<file path="src/rtl/mac_accumulator.sv">
// mac_accumulator: dot-product accumulator for one output channel.
//
// Streams LEN signed int8 activation/weight pairs. Each accepted pair is multiplied in a
// one-cycle product stage. The products are summed on top of a 32-bit bias, which is
// loaded on the first beat of each window. The signed 32-bit result is offered downstream
// with a valid/ready handshake.
//
// Optional build macro: MAC_ACCUMULATOR_SAT_EN
//   defined   - every accumulate addition saturates to the int32 range, and ovf flags a clamp
//   undefined - additions wrap two's-complement, and ovf is tied to 0
//
// Ports:
//   clk        clock, rising edge
//   rst_b      synchronous reset, active-high (1 = reset)
//   in_valid   act/wgt/bias valid
//   in_ready   block accepts a beat this cycle
//   act, wgt   signed 8-bit operands
//   bias       signed 32-bit bias, sampled only on the first beat of a window
//   out_valid  data_out holds a finished sum
//   out_ready  downstream accepts the sum
//   data_out   signed 32-bit accumulator value
//   ovf        saturation occurred in the current window
module mac_accumulator #(
    parameter int unsigned LEN   = 25,
    parameter int unsigned CNT_W = 10
) (
    input  logic               clk,
    input  logic               rst_b,
    input  logic               in_valid,
    output logic               in_ready,
    input  logic signed [7:0]  act,
    input  logic signed [7:0]  wgt,
    input  logic signed [31:0] bias,
    output logic               out_valid,
    input  logic               out_ready,
    output logic signed [31:0] data_out,
    output logic               ovf
);

    typedef enum logic [1:0] {StAccum, StDrain, StHold} state_e;

    localparam logic [CNT_W-1:0] LastCount = CNT_W'(LEN - 1);

    state_e             state_q, state_d;
    logic [CNT_W-1:0]   count_q, count_d;
    logic signed [31:0] acc_q, acc_d;
    logic signed [15:0] p_q, p_d;
    logic               p_vld_q, p_vld_d;
    logic               accept;
    logic               first_beat;
    logic signed [31:0] p_ext;

`ifdef MAC_ACCUMULATOR_SAT_EN
    logic               ovf_q, ovf_d;
    logic [32:0]        sum_wide;
`endif

    assign in_ready   = (state_q == StAccum);
    assign out_valid  = (state_q == StHold);
    assign data_out   = acc_q;
    assign accept     = in_valid && in_ready;
    assign first_beat = accept && (count_q == '0);
    assign p_ext      = {{16{p_q[15]}}, p_q};

    // Product stage. The 8x8 signed product fits in 16 bits. The low 16 bits of the
    // sign-extended multiply are therefore exact.
    always_comb begin
        p_d     = p_q;
        p_vld_d = accept;
        if (accept) begin
            p_d = $signed({{8{act[7]}}, act}) * $signed({{8{wgt[7]}}, wgt});
        end
    end

    // Window counter and control FSM.
    always_comb begin
        count_d = count_q;
        state_d = state_q;
        unique case (state_q)
            StAccum: begin
                if (accept) begin
                    if (count_q == LastCount) begin
                        count_d = '0;
                        state_d = StDrain;
                    end else begin
                        count_d = count_q + CNT_W'(1);
                    end
                end
            end
            // The last product lands in acc on this edge.
            StDrain: state_d = StHold;
            StHold: begin
                if (out_ready) begin
                    state_d = StAccum;
                end
            end
            default: state_d = StAccum;
        endcase
    end

    // Accumulator. The bias load on the first beat never collides with a pending product,
    // because the drain state empties the pipeline before the next window can start.
    always_comb begin
        acc_d = acc_q;
`ifdef MAC_ACCUMULATOR_SAT_EN
        ovf_d    = ovf_q;
        sum_wide = {acc_q[31], acc_q} + {p_ext[31], p_ext};
        if (p_vld_q) begin
            if (sum_wide[32] != sum_wide[31]) begin
                acc_d = sum_wide[32] ? 32'sh8000_0000 : 32'sh7fff_ffff;
                ovf_d = 1'b1;
            end else begin
                acc_d = sum_wide[31:0];
            end
        end
        if (first_beat) begin
            acc_d = bias;
            ovf_d = 1'b0;
        end
`else
        if (p_vld_q) begin
            acc_d = acc_q + p_ext;
        end
        if (first_beat) begin
            acc_d = bias;
        end
`endif
    end

    always_ff @(posedge clk) begin
        if (rst_b) begin
            state_q <= StAccum;
            count_q <= '0;
            acc_q   <= '0;
            p_q     <= '0;
            p_vld_q <= 1'b0;
        end else begin
            state_q <= state_d;
            count_q <= count_d;
            acc_q   <= acc_d;
            p_q     <= p_d;
            p_vld_q <= p_vld_d;
        end
    end

`ifdef MAC_ACCUMULATOR_SAT_EN
    always_ff @(posedge clk) begin
        if (rst_b) begin
            ovf_q <= 1'b0;
        end else begin
            ovf_q <= ovf_d;
        end
    end

    assign ovf = ovf_q;
`else
    assign ovf = 1'b0;
`endif

endmodule

</file>
<file path="config.mk">
export PLATFORM = sky130hd
export DESIGN_NAME = mac_accumulator
export DESIGN_NICKNAME = d
export VERILOG_FILES = /design/src/rtl/mac_accumulator.sv
export SDC_FILE = /design/constraint.sdc
export NUM_CORES = 1
export LEC_CHECK = 0
export CAP_MARGIN = 20
export CORE_MARGIN = 4
export CORE_UTILIZATION = 62
export DETAILED_ROUTE_END_ITERATION = 8
export PLACE_DENSITY = 0.95
export SYNTH_ARGS = -nofsm -noshare
export SYNTH_HDL_FRONTEND = slang
export SYNTH_SLANG_ARGS = --single-unit
export TNS_END_PERCENT = 20
</file>
<file path="constraint.sdc">
create_clock -name clk -period 15.7 [get_ports clk]
set_clock_uncertainty 0.2 [all_clocks]
set_input_delay 3.14 -clock clk [delete_from_list [all_inputs] [get_ports clk]]
set_output_delay 3.14 -clock clk [all_outputs]
set_load 0.02 [all_outputs]
</file>
==> reports/results.ini, run 1 <==
[run_status]
status = completed

[timing]
min_period_ps = 8170
finalSetupViolCount = 0
grt_setup_unrepaired = false
timing.final.crit_share_pct = 52.0
hold_viol = 0
max_freq_mhz = 122
worst_pin_slew_ps = 1020
slew_headroom_pct = 32.0
slew_violations = 0
setup_tns_ps = 0

[yosys]
ys_ff_latch = 61
synth_area_per_cell_um2 = 8.37
seq_area_frac_synth_pct = 18.4
ys_types = 63
synthFlopType = dfxtp_1
yosysWarnings = 0
synthArstFlopShare_pct = 0
syn_inst = 791
post_synth_instance_area_um2 = 6620
synth_edf_count = 0
synth_nets = 961

[clock_network]
cts_resized = 0
clock_sinks = 61
tritoncts = built
cts_root_buf = clkbuf_8
postCtsHoldBufs = 0
path_clk_slew_ps = 70
h-tree-depth = 3
cts_buffer_depth = 2
post_cts_buffers = 0
clk_latency_ps = 360
cts_buffers = 9

[setup_path]
crit_type = in -> reg
required_ps = 15750
start_kind = primary input
arrival_ps = 8210
crit_chain = clkdlybuf4s50_1, and2_1, fa_1, fa_1, inv_1, fa_1, fa_1, inv_1, ha_1, a21o_1, a21oi_1, o21bai_1, a21oi_1, o21bai_1, a21oi_1, o21ai_0, mux2i_1, a311o_1
critPathMaxFanout = 8
end_kind = register
crit_family = adder cells
cp_common_cell = fa_1
critPathBufInv = 3
critPathSlowestCell = fa_1
slowest_delay_ps = 560
reg2reg_slack_ps = 12320

[global_routing]
grt_first_pass_wirelength_mm = 26.7
grt_max_degree = 56
grt_overflow = 0
antenna_found_initial = 0
grt_pass1_vias = 5820
track_usage_pct = 25.6

[routing]
wirelength_mm = 15.7
num_vias = 5815
drt_first_iter_violations = 317
wl_per_cell_um = 15.7
via_per_inst = 5.83
dr.pass1.iters = 6
drc = 0
postRouteAntennaNets = 0

[power]
leakage_nw = 3.50
p_per_area_nw_per_um2 = 127
peakVddDrop_mv = 0.0824
power.total_mw = 0.987

[floorplanning]
start_util_pct = 63.9
die_area_um2 = 12400
die_y_um = 111
core_area_um2 = 10400
dieWidth_um = 111
pin_count = 87
rows = 37

[cells_and_area]
ff_latch_area_um2 = 1220
nets = 1027
drive_gt1_share_pct = 4.29
final_core_utilization_pct = 74.7
multi_input_area_um2 = 4900
final_common_cell = inv_1
final_cell_mix = inv_1, clkdlybuf4s50_1, nand2_1
syn_to_final_growth_pct = 16.9
fillCellCount = 734
antenna_cells = 0

[placement]
gp_congestion = 0.921
dp_hpwl_mm = 12.3
io_buffers = 85

[flow_run]
maxCapViolCount = 0

[hold_path]
hp-class = reg -> reg

[metrics by stage]
step / setup WS [ps] / hold WS, ps / instances / cell area [µm²]
global placement: 7530 / 244 / 981 / 7510
CTS: 7610 / 265 / 997 / 7730
global route: 7380 / 278 / 998 / 7740
detailed placement: 7240 / 256 / 981 / 7510
floorplan: 8240 / 236 / 791 / 6620
finish: 7530 / 263 / 998 / 7740
[area by class of cell]
cell class | count | share of cell area, %
multi-input combinational | 601 | 63.3
sequential | 61 | 15.8
timing repair buffer | 86 | 11.0
inverter | 98 | 4.75
tap | 136 | 2.20
clock buffer | 10 | 1.78
clock inverter | 6 | 1.12
[registers in the layout, indices dropped and copies added (netlist names)]
register  cells
data_out     32
p_q          16
count_q      10
state_q       2
p_vld_q       1
[power by group]
part           internal (mW)  switching (mW)
Sequential             0.179          0.0273
Clock                 0.0933          0.0676
Combinational          0.277           0.343
[cell families after synthesis]
group | count (synthesis) | synth area share (%)
muxes | 25 | 3.80
DFF | 61 | 18.4
AOI/OAI and AO/OA | 175 | 17.5
buffers and inverters | 129 | 7.61
xor gates and xnor gates | 50 | 6.61
adders and majority gates | 118 | 28.6
other | 1 | 0.0566
and+or+nand+nor | 232 | 17.4
[routing by layer]
layer  GRT usage, %  part of all wire [%]  vias to the layer above
met3           3.86                   5.4                       51
met4           9.98                   3.0                        0
met1           31.4                    41                     2746
li1               -                     -                     2810
met5              0                     0                        -
met2           45.2                    51                      208
[worst paths after layout]
kind | start | endpoint | depth (start not counted)
hold / removal | p_q[9]$_SDFFE_PP0P_ | p_q[9]$_SDFFE_PP0P_ | 2
hold reg to reg | p_q[9]$_SDFFE_PP0P_ | p_q[9]$_SDFFE_PP0P_ | 2
setup / recovery | wgt[4] | p_q[14]$_SDFFE_PP0P_ | 18
setup reg to reg | p_q[15]$_SDFFE_PP0P_ | data_out[29]$_SDFFE_PP0P_ | 10
[tightest hold or removal path, cell delays in order (launching register included)]
cell and delay [ps]:
dfxtp_1 310, nand2_1 50, a21oi_1 50
[synth_stat cells (all sizes together), types with 3 or more instances]
| cell | number | area [µm²] |
|---|---|---|
| inv | 97 | 364 |
| nand2 | 70 | 265 |
| a21oi | 66 | 334 |
| ha | 62 | 776 |
| dfxtp | 61 | 1220 |
| fa | 56 | 1120 |
| nor2 | 54 | 203 |
| and2 | 43 | 269 |
| a211oi | 32 | 260 |
| xnor2 | 32 | 280 |
| clkbuf | 25 | 93.8 |
| mux2i | 24 | 240 |
| o21ai | 24 | 124 |
| xor2 | 18 | 158 |
| a21o | 17 | 128 |
| nand3 | 12 | 65.1 |
| and3 | 9 | 56.3 |
| nand4 | 8 | 50.1 |
| o21bai | 8 | 63.8 |
| nor3 | 7 | 35.0 |
| o211ai | 7 | 62.6 |
| buf | 6 | 42.5 |
| or3 | 5 | 31.3 |
| a31oi | 4 | 25.0 |
| nand2b | 4 | 25.0 |
| nor2b | 4 | 25.0 |
| a31o | 3 | 26.3 |
| nor4 | 3 | 18.8 |
Note: power is estimated with default switching activity, not from simulation.
==> run 2: changes to the inputs <==
CORE_UTILIZATION = 52   (was 62)
PLACE_DENSITY = 0.87   (was 0.95)
clock period = 6.9 ns   (was 15.7 ns; I/O delays follow)
==> reports/results.ini, run 2 (synthesized netlist as in run 1, its figures left out) <==
[run_status]
status = completed

[cells_and_area]
largest_reg_flops = 32  ; unchanged
final_cells = 1030  ; +3.2%
drive_gt1_share_pct = 4.29  ; unchanged
ff_latch_area_um2 = 1220  ; unchanged
final_common_cell = inv_1
fillCellCount = 998  ; +36%
multi_input_area_um2 = 4900  ; unchanged
final_cell_mix = inv_1, clkdlybuf4s50_1, nand2_1
syn_to_final_growth_pct = 18.8
antenna_cells = 0  ; unchanged
nets = 1027  ; unchanged

[routing]
drc = 0  ; unchanged
postRouteAntennaNets = 0  ; unchanged
via_per_inst = 5.43  ; -6.8%
num_vias = 5591  ; -3.9%
dr.pass1.iters = 5  ; -1
wl_per_cell_um = 14.7  ; -6.4%
wirelength_mm = 15.2  ; -3.4%
drt_first_iter_violations = 400  ; +26%

[timing]
finalSetupViolCount = 0  ; unchanged
slew_headroom_pct = 32.5  ; +0.49 points
hold_slack_ps = 259  ; -4.19 ps
setup_tns_ps = 0  ; unchanged
slew_violations = 0  ; unchanged
grt_setup_unrepaired = false
hold_viol = 0  ; unchanged
max_freq_mhz = 161
timing.final.crit_share_pct = 90.2
worst_pin_slew_ps = 1010  ; -7.38 ps
min_period_ps = 6220

[floorplanning]
start_util_pct = 54.0  ; -9.9 points
die_area_um2 = 14600  ; +18%
dieWidth_um = 121  ; +8.5%
pin_count = 87  ; unchanged
die_y_um = 121  ; +8.5%
core_area_um2 = 12300  ; +18%
rows = 40  ; +8.1%

[global_routing]
grt_max_degree = 56  ; unchanged
track_usage_pct = 21.4  ; -4.2 points
antenna_found_initial = 0  ; unchanged
grt_overflow = 0  ; unchanged
grt_pass1_vias = 5554  ; -4.6%
grt_first_pass_wirelength_mm = 25.9  ; -2.9%

[setup_path]
critPathBufInv = 3  ; unchanged
critPathMaxFanout = 8  ; unchanged
cp_common_cell = fa_1
arrival_ps = 6240  ; -1970 ps
end_kind = register
required_ps = 6920  ; -8830 ps
start_kind = primary input
crit_family = adder cells
critPathSlowestCell = clkdlybuf4s50_1
crit_type = in -> reg
crit_chain = clkdlybuf4s50_1, and2_1, fa_1, fa_1, inv_1, fa_1, fa_1, inv_1, ha_1, a21o_1, a21oi_1, o21bai_1, a21oi_1, o21bai_1, a21oi_1, o21ai_0, mux2i_1, a311o_1
slowest_delay_ps = 540  ; -20 ps

[clock_network]
cts_buffers = 9  ; unchanged
cts_buffer_depth = 2  ; unchanged
clock_sinks = 61  ; unchanged
tritoncts = built
h-tree-depth = 3  ; unchanged
cts_resized = 0  ; unchanged
cts_root_buf = clkbuf_16
post_cts_buffers = 0  ; unchanged
path_clk_slew_ps = 60  ; about the same
clk_latency_ps = 330  ; -30 ps
postCtsHoldBufs = 0  ; unchanged

[placement]
dp.cells = 1014  ; +3.4%
gp_congestion = 0.928  ; +0.84%
dp_hpwl_mm = 11.9  ; -3.3%
io_buffers = 85  ; unchanged

[hold_path]
hp-class = reg -> reg

[power]
leakage_nw = 3.54  ; +0.99%
p_per_area_nw_per_um2 = 294  ; +130%
peakVddDrop_mv = 0.162  ; +97%

[flow_run]
maxCapViolCount = 0  ; unchanged

[run 2: area by class of cell]
cell class | count | share of cell area (%)
Clock buffer | 9 | 2.86
Tap cell | 168 | 2.67
Sequential cell | 61 | 15.5
Multi-Input combinational cell | 601 | 62.4
Inverter | 98 | 4.68
Clock inverter | 7 | 1.03
Timing Repair Buffer | 86 | 10.8
[run 2: worst reg2reg max path: stages, from the launching register on]
cell and delay (ps):
dfxtp_1 880, ha_1 460, a21oi_1 220, o21ai_0 170, o21ai_0 230, nand3_2 110, o211ai_2 210, a21oi_1 100
or3_1 320, a31oi_1 280, a21oi_1 110
[run 2: through the flow]
step	power, mW	utilization (%)	instance area, µm²	setup WS, ps
final	2.31	64.1	7870	678
after global placement	1.80	61.6	7560	482
after global routing	2.52	64.1	7870	374
after floorplan	1.54	-	6620	1200
after CTS	2.32	64.1	7870	685
after detailed placement	1.85	61.6	7560	337
[run 2: report_power, final]
part | switching, mW | leakage (nW) | internal [mW]
Combinational | 0.758 | 2.89 | 0.627
Sequential | 0.0631 | 0.503 | 0.407
Clock | 0.175 | 0.147 | 0.284
[run 2: final timing paths]
kind | start | endpoint | slack [ps] | cells after the start
worst min register to register | p_q[12]$_SDFFE_PP0P_ | p_q[12]$_SDFFE_PP0P_ | 260 | 2
worst max-delay path | wgt[4] | p_q[14]$_SDFFE_PP0P_ | 680 | 18
worst max register to register | p_q[15]$_SDFFE_PP0P_ | data_out[29]$_SDFFE_PP0P_ | 3460 | 10
worst min-delay path | p_q[12]$_SDFFE_PP0P_ | p_q[12]$_SDFFE_PP0P_ | 260 | 2
[run 2: metal layers]
metal | GRT usage (%) | routed length [µm]
met1 | 27.6 | 6780
met4 | 6.09 | 256
met5 | 0 | 0
met2 | 37.2 | 7420
met3 | 3.26 | 720
